`src/rtl/mips_cpu_hilo_ctrl.sv`:
```
// HI/LO register owner: sequences multiply (external array), divide (iterative)
// and MTHI/MTLO traffic, and stalls the pipeline while an operation is in flight.
module mips_cpu_hilo_ctrl #(
    parameter int MUL_LAT = 2
) (
    input  logic        clk,
    input  logic        reset_n,
    input  logic        op_valid,
    input  logic [2:0]  op_code,
    input  logic [31:0] rs_data,
    input  logic [31:0] rt_data,
    output logic        op_ready,
    input  logic        mf_valid,
    input  logic        mf_sel,
    output logic [31:0] rd_data,
    input  logic        abort,
    output logic        busy,
    output logic        stall,
    output logic [31:0] mul_a,
    output logic [31:0] mul_b,
    output logic        mul_sign,
    input  logic [63:0] mul_out,
    output logic [31:0] hi,
    output logic [31:0] lo
);

    typedef enum logic [1:0] {
        IDLE,
        MUL_WAIT,
        DIV_RUN,
        DIV_FIX
    } state_t;

    state_t      state;
    state_t      state_next;
    logic [4:0]  cnt;
    logic [31:0] quo;
    logic [31:0] dvs;
    logic [31:0] rem;
    logic        q_neg;
    logic        r_neg;
    logic        div_zero;
    logic        accept;
    logic        is_mul;
    logic        is_div;
    logic        div_signed;
    logic [32:0] trial;
    logic [32:0] diff;

    assign busy     = (state != IDLE);
    assign op_ready = !busy;
    assign stall    = busy && (op_valid || mf_valid);
    assign rd_data  = mf_sel ? hi : lo;

    assign accept     = op_valid && !busy && !abort;
    assign is_mul     = (op_code[2:1] == 2'b00);
    assign is_div     = (op_code[2:1] == 2'b01);
    assign div_signed = (op_code == 3'd2);

    // Dividend bits enter the remainder from the top of quo; quotient bits
    // fill quo from the bottom, so quo ends up holding the quotient.
    assign trial = {rem, quo[31]};
    assign diff  = trial - {1'b0, dvs};

    always_comb begin
        state_next = state;
        if (abort) begin
            state_next = IDLE;
        end else begin
            unique case (state)
                IDLE: begin
                    if (accept && is_mul) begin
                        state_next = MUL_WAIT;
                    end else if (accept && is_div) begin
                        state_next = (rt_data == 32'd0) ? DIV_FIX : DIV_RUN;
                    end
                end
                MUL_WAIT: begin
                    if (cnt == 5'd0) state_next = IDLE;
                end
                DIV_RUN: begin
                    if (cnt == 5'd31) state_next = DIV_FIX;
                end
                DIV_FIX: state_next = IDLE;
                default: state_next = IDLE;
            endcase
        end
    end

    always_ff @(posedge clk or negedge reset_n) begin
        if (!reset_n) begin
            state    <= IDLE;
            hi       <= '0;
            lo       <= '0;
            mul_a    <= '0;
            mul_b    <= '0;
            mul_sign <= 1'b0;
            cnt      <= '0;
            quo      <= '0;
            dvs      <= '0;
            rem      <= '0;
            q_neg    <= 1'b0;
            r_neg    <= 1'b0;
            div_zero <= 1'b0;
        end else begin
            state <= state_next;
            if (!abort) begin
                unique case (state)
                    IDLE: begin
                        if (accept) begin
                            case (op_code)
                                3'd0, 3'd1: begin
                                    mul_a    <= rs_data;
                                    mul_b    <= rt_data;
                                    mul_sign <= (op_code == 3'd0);
                                    cnt      <= 5'(MUL_LAT - 1);
                                end
                                3'd2, 3'd3: begin
                                    quo <= (div_signed && rs_data[31]) ? -rs_data : rs_data;
                                    dvs <= (div_signed && rt_data[31]) ? -rt_data : rt_data;
                                    q_neg    <= div_signed && (rs_data[31] ^ rt_data[31]);
                                    r_neg    <= div_signed && rs_data[31];
                                    rem      <= '0;
                                    cnt      <= '0;
                                    div_zero <= (rt_data == 32'd0);
                                end
                                3'd4: hi <= rs_data;
                                3'd5: lo <= rs_data;
                                default: ;
                            endcase
                        end
                    end
                    MUL_WAIT: begin
                        if (cnt == 5'd0) begin
                            {hi, lo} <= mul_out;
                        end else begin
                            cnt <= cnt - 5'd1;
                        end
                    end
                    DIV_RUN: begin
                        if (!diff[32]) begin
                            rem <= diff[31:0];
                            quo <= {quo[30:0], 1'b1};
                        end else begin
                            rem <= trial[31:0];
                            quo <= {quo[30:0], 1'b0};
                        end
                        cnt <= cnt + 5'd1;
                    end
                    DIV_FIX: begin
                        if (!div_zero) begin
                            hi <= r_neg ? -rem : rem;
                            lo <= q_neg ? -quo : quo;
                        end
                    end
                    default: ;
                endcase
            end
        end
    end

endmodule

```
`config.mk`:
```
export PLATFORM = sky130hd
export DESIGN_NAME = mips_cpu_hilo_ctrl
export DESIGN_NICKNAME = d
export VERILOG_FILES = /design/src/rtl/mips_cpu_hilo_ctrl.sv
export SDC_FILE = /design/constraint.sdc
export NUM_CORES = 1
export LEC_CHECK = 0
export CAP_MARGIN = 20
export CELL_PAD_IN_SITES_DETAIL_PLACEMENT = 1
export CELL_PAD_IN_SITES_GLOBAL_PLACEMENT = 2
export CORE_ASPECT_RATIO = 0.5
export CORE_UTILIZATION = 31
export CTS_CLUSTER_SIZE = 12
export DETAILED_ROUTE_END_ITERATION = 10
export GPL_TIMING_DRIVEN = 0
export PLACE_DENSITY = 0.8
export SLEW_MARGIN = 20
export SYNTH_ARGS = -nofsm -noshare
export SYNTH_HDL_FRONTEND = slang
export SYNTH_SLANG_ARGS = --single-unit
```
`constraint.sdc`:
```
create_clock -name clk -period 3.7 [get_ports clk]
set_input_delay 0.74 -clock clk [delete_from_list [all_inputs] [get_ports clk]]
set_output_delay 0.74 -clock clk [all_outputs]
set_load 0.05 [all_outputs]
```
==> results of run 1 <==
[flip-flops by register name, indices dropped and copies added (netlist names)]
name and flops:
mul_b 32, quo 32, mul_a 32, rem 32, cnt 5, dvs 32, lo 32, div_zero 1
hi 32, q_neg 1, state 2, mul_sign 1, r_neg 1
[per-stage QoR]
step             TNS [ns]  hold WS (ns)  total power [uW]
2_1_floorplan           0        0.4444             10110
3_3_place_gp     -2153.26        0.4593             13310
3_5_place_dp       -5.079        0.4617             13450
4_1_cts                 0        0.2168             16090
5_1_grt        -0.0008775        0.2559             16960
6_report                0        0.1965             16050
[cell families (layout without fill, tap and decap cells)]
group                      after synthesis  in the layout  share of synthesized area, %
xor gates and xnor gates               141            141                         8.175
other                                    0              3                             0
buffers and inverters                  171            513                         4.282
adders and majority gates               46             46                         3.909
muxes                                   57             57                         4.033
AOI/OAI and AO/OA                      526            526                         21.42
DFF                                    235            235                         38.93
and+or+nand+nor                        664            664                         19.26
[power groups by stage]
stage / logic (uW) / registers (uW) / clock network [uW]
2_1_floorplan: 3810 / 6300 / 0
3_3_place_gp: 8820 / 4490 / 0
3_5_place_dp: 8940 / 4510 / 0
4_1_cts: 8980 / 4470 / 2630
5_1_grt: 9650 / 4590 / 2730
6_report: 9000 / 4470 / 2580
[worst max-delay path: cells and delay by family (launching register included)]
kind,cells,cell delay [ns]
buffers and inverters,2,0.36
AOI/OAI and AO/OA,7,1.61
and+or+nand+nor,2,0.54
adders and majority gates,1,0.39
DFF,1,0.48
[worst max path at each step]
stage | from | endpoint | slack, ns | depth (start not counted)
2_1_floorplan | quo[31] | rem[27] | 0.53 | 14
3_3_place_gp | reset_n | mul_a[13] | -9.18 | 1
3_5_place_dp | rs_data[9] | quo[30] | -0.54 | 10
4_1_cts | state[0] | mul_b[24] | 0.01 | 10
5_1_grt | state[1] | mul_b[24] | -0.0009 | 10
6_report | rem[4] | rem[27] | 0.19 | 12
[repair_timing]
action / in CTS / in global routing
pin swaps: 0 / 2
endpoints found under the setup margin: 27 / 58
gates resized for setup: 3 / 14
hold endpoints to repair: 0 / 0
gates cloned: 0 / 0
buffers inserted: 0 / 2
[per-layer routing]
layer / vias to the layer above / wire length (um) / GRT usage (%)
met5: - / 0 / 0
met4: 0 / 1045 / 4.878
met3: 64 / 2000 / 3.039
met2: 233 / 29930 / 42.43
met1: 7500 / 31060 / 35.77
li1: 7106 / - / -
[synthesized netlist by cell type, drive strengths merged, types with 3 or more instances]
cell / instances / area [um2]
xnor2: 92 / 805.8
a21oi: 132 / 664.4
and4: 3 / 26.28
o21ai: 209 / 1050
a31oi: 9 / 56.30
and2: 11 / 68.82
or3: 18 / 117.6
nand2b: 10 / 62.56
o22ai: 3 / 18.77
dfrtp: 235 / 5881
or2: 3 / 18.77
o31ai: 28 / 215.2
o41ai: 16 / 140.1
a211oi: 3 / 22.52
buf: 9 / 38.79
mux2i: 26 / 260.3
nand4: 12 / 75.07
a22oi: 3 / 22.52
a221oi: 20 / 181.4
nor2b: 4 / 25.02
xor2: 49 / 429.2
a31o: 3 / 26.28
nand3: 29 / 145.1
nor3b: 4 / 30.03
mux2: 31 / 349.1
ha: 44 / 550.5
nor3: 25 / 130.1
a22o: 45 / 394.1
nand2: 411 / 1543
nand3b: 3 / 22.52
or4: 20 / 161.4
a21o: 19 / 142.6
o21a: 6 / 45.04
nor4: 12 / 75.07
nor2: 91 / 341.6
inv: 61 / 229.0
clkbuf: 101 / 379.1
o211ai: 7 / 52.55
[final cells by class]
type,count,area (um2),area share [%]
inverters,61,229.0,1.155
plain buffers,108,414.1,2.089
well taps,638,798.3,4.027
flip-flops and latches,235,5883,29.68
clock buffers,36,719.4,3.630
diodes,3,7.507,0.03787
multi-input cells,1434,8652,43.65
clock inverters,7,70.07,0.3535
repair buffers,301,3048,15.38
[cells in the final DEF, fill, tap and decap left out, types with 11 or more instances in the layout]
cell             instances
mux2i_1                 26
o31ai_1                 27
ha_1                    41
dfrtp_1                233
xnor2_1                 92
nor2_1                  90
a22o_1                  45
xor2_1                  49
mux2_2                  31
and2_1                  11
nand4_1                 12
nor4_1                  11
nand2_1                411
a21o_1                  19
inv_1                   61
o41ai_1                 16
clkdlybuf4s50_1        296
clkbuf_1               106
a221oi_1                19
nor3_1                  22
or3_1                   17
clkbuf_16               27
a21oi_1                129
o21ai_0                203
nand3_1                 29
or4_1                   17
==> out/summary.txt, run 1 <==
status - complete, no violations
pin count of the biggest net entering global routing - 85
post-synthesis instance area - 15110 um2
Worst IR Drop VDD - 446.2 uV
vias in the first global route - 15190
primary flip-flop cell chosen by synthesis mapping - dfrtp_1
RR Endpoint - rem[27]
Rel. slew slack - 24.38%
startpoint of the most critical register-to-register path - rem[4]
overall die area - 49670 um2
Leakage Power - 0.008553 uW
pre-CTS setup slack - -0.5373 ns
layout cells sized above 1 - 4.904%
flop-to-flop setup slack - 0.19 ns
Hold Violations, Final - 0
antenna violations before repair - 3
Clock Skew - 0.01536 ns
iteration count of the initial detailed-routing pass - 4
total CTS buffers - 26
power per unit of standard cell area - 809.9 nW/um2
worst path setup slack after routing - 0.1866 ns
overall die height - 158.1 um
max-slew violations - 0
Synth async-reset ratio - 100.0%
crit-path max cell delay - 0.48 ns
Max H-tree Level - 1
arrival time worst endpoint - 3.95 ns
synthesized flop and latch total - 235
Final Non-Filler Cells - 2823
area inside the core boundary - 47440 um2
slowest library cell on the worst path - dfrtp_1
classification of the worst-slack hold path - in2async
Internal Power - 7969 uW
relative contribution of sequential cells to total power - 27.9%
drt via density - 5.279
critical path type - reg2reg
sum of routed wire length over all layers - 64040 um
TritonCTS clock tree - built
cells on worst reg2reg path - 12
relative contribution of the clock network to total power - 16.1%
synthesized netlist net count - 2023
final clock period utilization by the worst path - 94.96%
Root Buffer Master - clkbuf_16
proportion of synthesized chip area in sequential cells - 38.93%
clock-pin slew reported for the worst setup and hold paths after clock tree synthesis - 0.06 ns
overall via count from detail_route - 14900
final instance area - 19820 um2
sink count of the clock tree - 235
crit path capture type - flop
cell breakdown of the critical path - ha_1 > a21o_1 > a211o_1 > o211ai_1 > a31o_2 > a21oi_2 > and3b_1 > or3_1 > clkbuf_1 > buf_2 > o21a_1 > a22o_1
clock buffer depth - 3
Tmin final - 3.513 ns
area delta synth->final - 31.21%
critical path data required time - 4.14 ns
post-route antenna net violation count - 0
DIE WIDTH - 314.2 um
final core utilization - 41.79%
number of instances in the synthesized netlist - 1840
Boundary Pins - 301
Total Routing Usage GR - 25.54%
max-cap check violation count - 0
total overflow reported by the global router - 0
setup repair after global routing missed its margin - true
FMAX - 284.6 MHz
mean instance size in the synthesized netlist - 8.210 um2
worst-margin pin slew - 1.132 ns
Post-CTS Hold Buffers - 0
DP HPWL - 51480 um
crit path max fanout - 10
DRC marker count from the first detailed-route iteration - 859
number of enable flip-flop cells after synthesis - 0
effective utilization at floorplan - 31.85%
wire per inst - 22.69 um
warnings from Yosys - 0
number of different library cells in the post-synthesis netlist - 69
final net count - 2350
global placement routability congestion - 0.8888
number of port buffers - 297
P_sw - 8083 uW
Row Count - 56
number of placed cells counting well taps - 2777
post-detailed-route DRC marker count - 0
first-pass GRT wire length - 96170 um
number of setup violations in the final report - 0
Logic pwr share - 56.1%
startpoint types - flop
latest clock arrival within the worst-skew pair - 0.56 ns
cell area after placement - 18940 um2
# fillers - 5634
switch share - 50.35%
Note: power is estimated with default switching activity, not from simulation.
==> run 2, diff against run 1 <==
- REMOVE_ABC_BUFFERS: unset -> 1
==> run 2 against run 1 <==
Maximum frequency up 0.73%. Die area unchanged. Worst setup slack better by 0.025 ns. Register-to-register slack improved by 0.03 ns. Clock skew decreased by 0.0012 ns. Clock power shrank 3%. Sequential share of layout area shrank 0.077 points. Sequential cell count did not move. Sequential power barely moved. Global-route usage is 3.5 points lower. Worst hold slack worse by 0.085 ns. Non-clock buffer count decreased by 84. Critical endpoint unchanged.
==> out/summary.txt, run 2 (synthesis gave the netlist of run 1 again) <==
Max H-tree Level - 1 (unchanged)
power per unit of standard cell area - 792.0 nW/um2 (-2.2%)
DP HPWL - 41720 um (-19%)
pin count of the biggest net entering global routing - 70 (-18%)
startpoint types - flop
max-cap check violation count - 0 (unchanged)
final clock period utilization by the worst path - 94.27% (-0.69 points)
critical path type - reg2reg
Worst IR Drop VDD - 387.7 uV (-13%)
Rel. slew slack - 34.19% (+9.8 points)
first-pass GRT wire length - 85740 um (-11%)
flop-to-flop setup slack - 0.21 ns (+0.03 ns)
Hold Violations, Final - 0 (unchanged)
worst path setup slack after routing - 0.2120 ns (+0.02543 ns)
arrival time worst endpoint - 3.92 ns (-0.03 ns)
Root Buffer Master - clkbuf_16
FMAX - 286.7 MHz (+0.73%)
Leakage Power - 0.008606 uW (+0.61%)
overall die area - 49670 um2 (unchanged)
total overflow reported by the global router - 0 (unchanged)
antenna violations before repair - 0 (-3)
number of setup violations in the final report - 0 (unchanged)
vias in the first global route - 14400 (-5.2%)
clock-pin slew reported for the worst setup and hold paths after clock tree synthesis - 0.06 ns (about the same)
clock buffer depth - 3 (unchanged)
most common cell after layout, fill and taps aside - nand2_1
effective utilization at floorplan - 31.85% (unchanged)
# fillers - 5543 (-1.6%)
critical path data required time - 4.13 ns (about the same)
final net count - 2265 (-3.6%)
wire per inst - 20.30 um (-11%)
post-detailed-route DRC marker count - 0 (unchanged)
Row Count - 56 (unchanged)
cells on worst reg2reg path - 13 (+1)
area inside the core boundary - 47440 um2 (unchanged)
total area of sequential cells - 5882 um2 (about the same)
latest clock arrival within the worst-skew pair - 0.55 ns (about the same)
sum of routed wire length over all layers - 55590 um (-13%)
worst-margin pin slew - 0.9872 ns (-0.1448 ns)
post-route antenna net violation count - 0 (unchanged)
crit path max fanout - 10 (unchanged)
Internal Power - 7971 uW (about the same)
crit path capture type - flop
global placement routability congestion - 0.8358 (-6.0%)
layout cells sized above 1 - 6.432% (+1.5 points)
Clock Skew - 0.01418 ns (-0.001179 ns)
area delta synth->final - 31.52%
sink count of the clock tree - 235 (unchanged)
startpoint of the most critical register-to-register path - quo[31]
status - complete, no violations
Boundary Pins - 301 (unchanged)
sum of internal, switching and leakage power - 15740 uW (-2.0%)
Tmin final - 3.488 ns (-0.02543 ns)
overall via count from detail_route - 14270 (-4.2%)
overall die height - 158.1 um (unchanged)
pre-CTS setup slack - -0.7799 ns (-0.2426 ns)
commonest cells after routing, fill and taps aside - nand2_1, clkdlybuf4s50_1, dfrtp_1, o21ai_0, a21oi_1
number of port buffers - 300 (+1.0%)
classification of the worst-slack hold path - in2async
switch share - 49.35% (-1.0 points)
iteration count of the initial detailed-routing pass - 5 (+1)
max-slew violations - 0 (unchanged)
relative contribution of the clock network to total power - 15.9% (-0.2 points)
total CTS buffers - 25 (-3.8%)
footprint of the multi-input gates - 8756 um2 (+1.2%)
Total Routing Usage GR - 22.05% (-3.5 points)
TritonCTS clock tree - built
RR Endpoint - rem[27]
P_sw - 7765 uW (-3.9%)
drt via density - 5.213 (-1.3%)
DRC marker count from the first detailed-route iteration - 682 (-21%)
setup repair after global routing missed its margin - false
DIE WIDTH - 314.2 um (unchanged)
Logic pwr share - 55.9% (-0.2 points)
relative contribution of sequential cells to total power - 28.2% (+0.3 points)
==> run 2: worst max-delay path by stage <==
stage	start	to	slack, ns	cells after the start
detailed placement	op_code[1]	quo[30]	-0.78	10
finish	quo[31]	rem[27]	0.21	13
CTS	rt_data[2]	state[0]	0.009	8
global route	op_code[1]	quo[30]	0.02	10
global placement	reset_n	lo[22]	-9.36	1
floorplan	state[0]	state[1]	-1.74	7
==> run 2: area by class of cell <==
cell class,instances,area share [%]
Multi-Input combinational cell,1434,44.07
Sequential cell,235,29.60
Timing Repair Buffer,325,17.32
Tap cell,638,4.018
Clock buffer,42,3.772
Inverter,61,1.152
Clock inverter,2,0.05038
Antenna cell,1,0.01259
==> run 2: routing by layer <==
| metal | GRT usage, % | up-vias | wire length (um) |
|---|---|---|---|
| li1 | - | 6934 | - |
| met1 | 31.05 | 7101 | 27220 |
| met2 | 36.03 | 178 | 25520 |
| met3 | 2.554 | 59 | 1614 |
| met4 | 5.226 | 0 | 1235 |
| met5 | 0 | - | 0 |
==> run 2: timing repair <==
action	4_1_cts	5_1_grt
buffers inserted	0	4
pin swaps	0	1
hold buffers	0	0
resized for setup	4	12
setup endpoints to repair	33	28
==> run 2: worst max-delay path: stages, from the launching register on <==
cell and delay, ns:
dfrtp_1 0.38, inv_1 0.13, ha_1 0.26, fa_1 0.38, nand2b_1 0.24, a21oi_4 0.21, o211ai_1 0.20, a31o_2 0.32
a21oi_1 0.20, nor3_1 0.08, or3_4 0.42, buf_4 0.20, o21a_1 0.17, a22o_1 0.18
==> run 2: power groups by stage <==
stage	Combinational [uW]	Clock, uW	Sequential [uW]
floorplan	3690	0	6330
global placement	8550	0	4460
detailed placement	8780	0	4480
CTS	8820	2560	4450
global route	9430	2650	4590
finish	8800	2490	4440
==> run 2: metrics by stage <==
| step | utilization [%] | setup TNS, ns | hold slack, ns | std cells | area (um2) |
|---|---|---|---|---|---|
| after CTS | 41.69 | 0 | 0.1125 | 2733 | 19780 |
| after floorplan | - | -178.85 | 0.4444 | 1730 | 14690 |
| after detailed placement | 40.06 | -13.98 | 0.4651 | 2689 | 19000 |
| after global routing | 41.88 | 0 | 0.1328 | 2737 | 19870 |
| after global placement | 38.98 | -3018.68 | 0.4583 | 2668 | 18490 |
| final | 41.89 | 0 | 0.1114 | 2738 | 19870 |
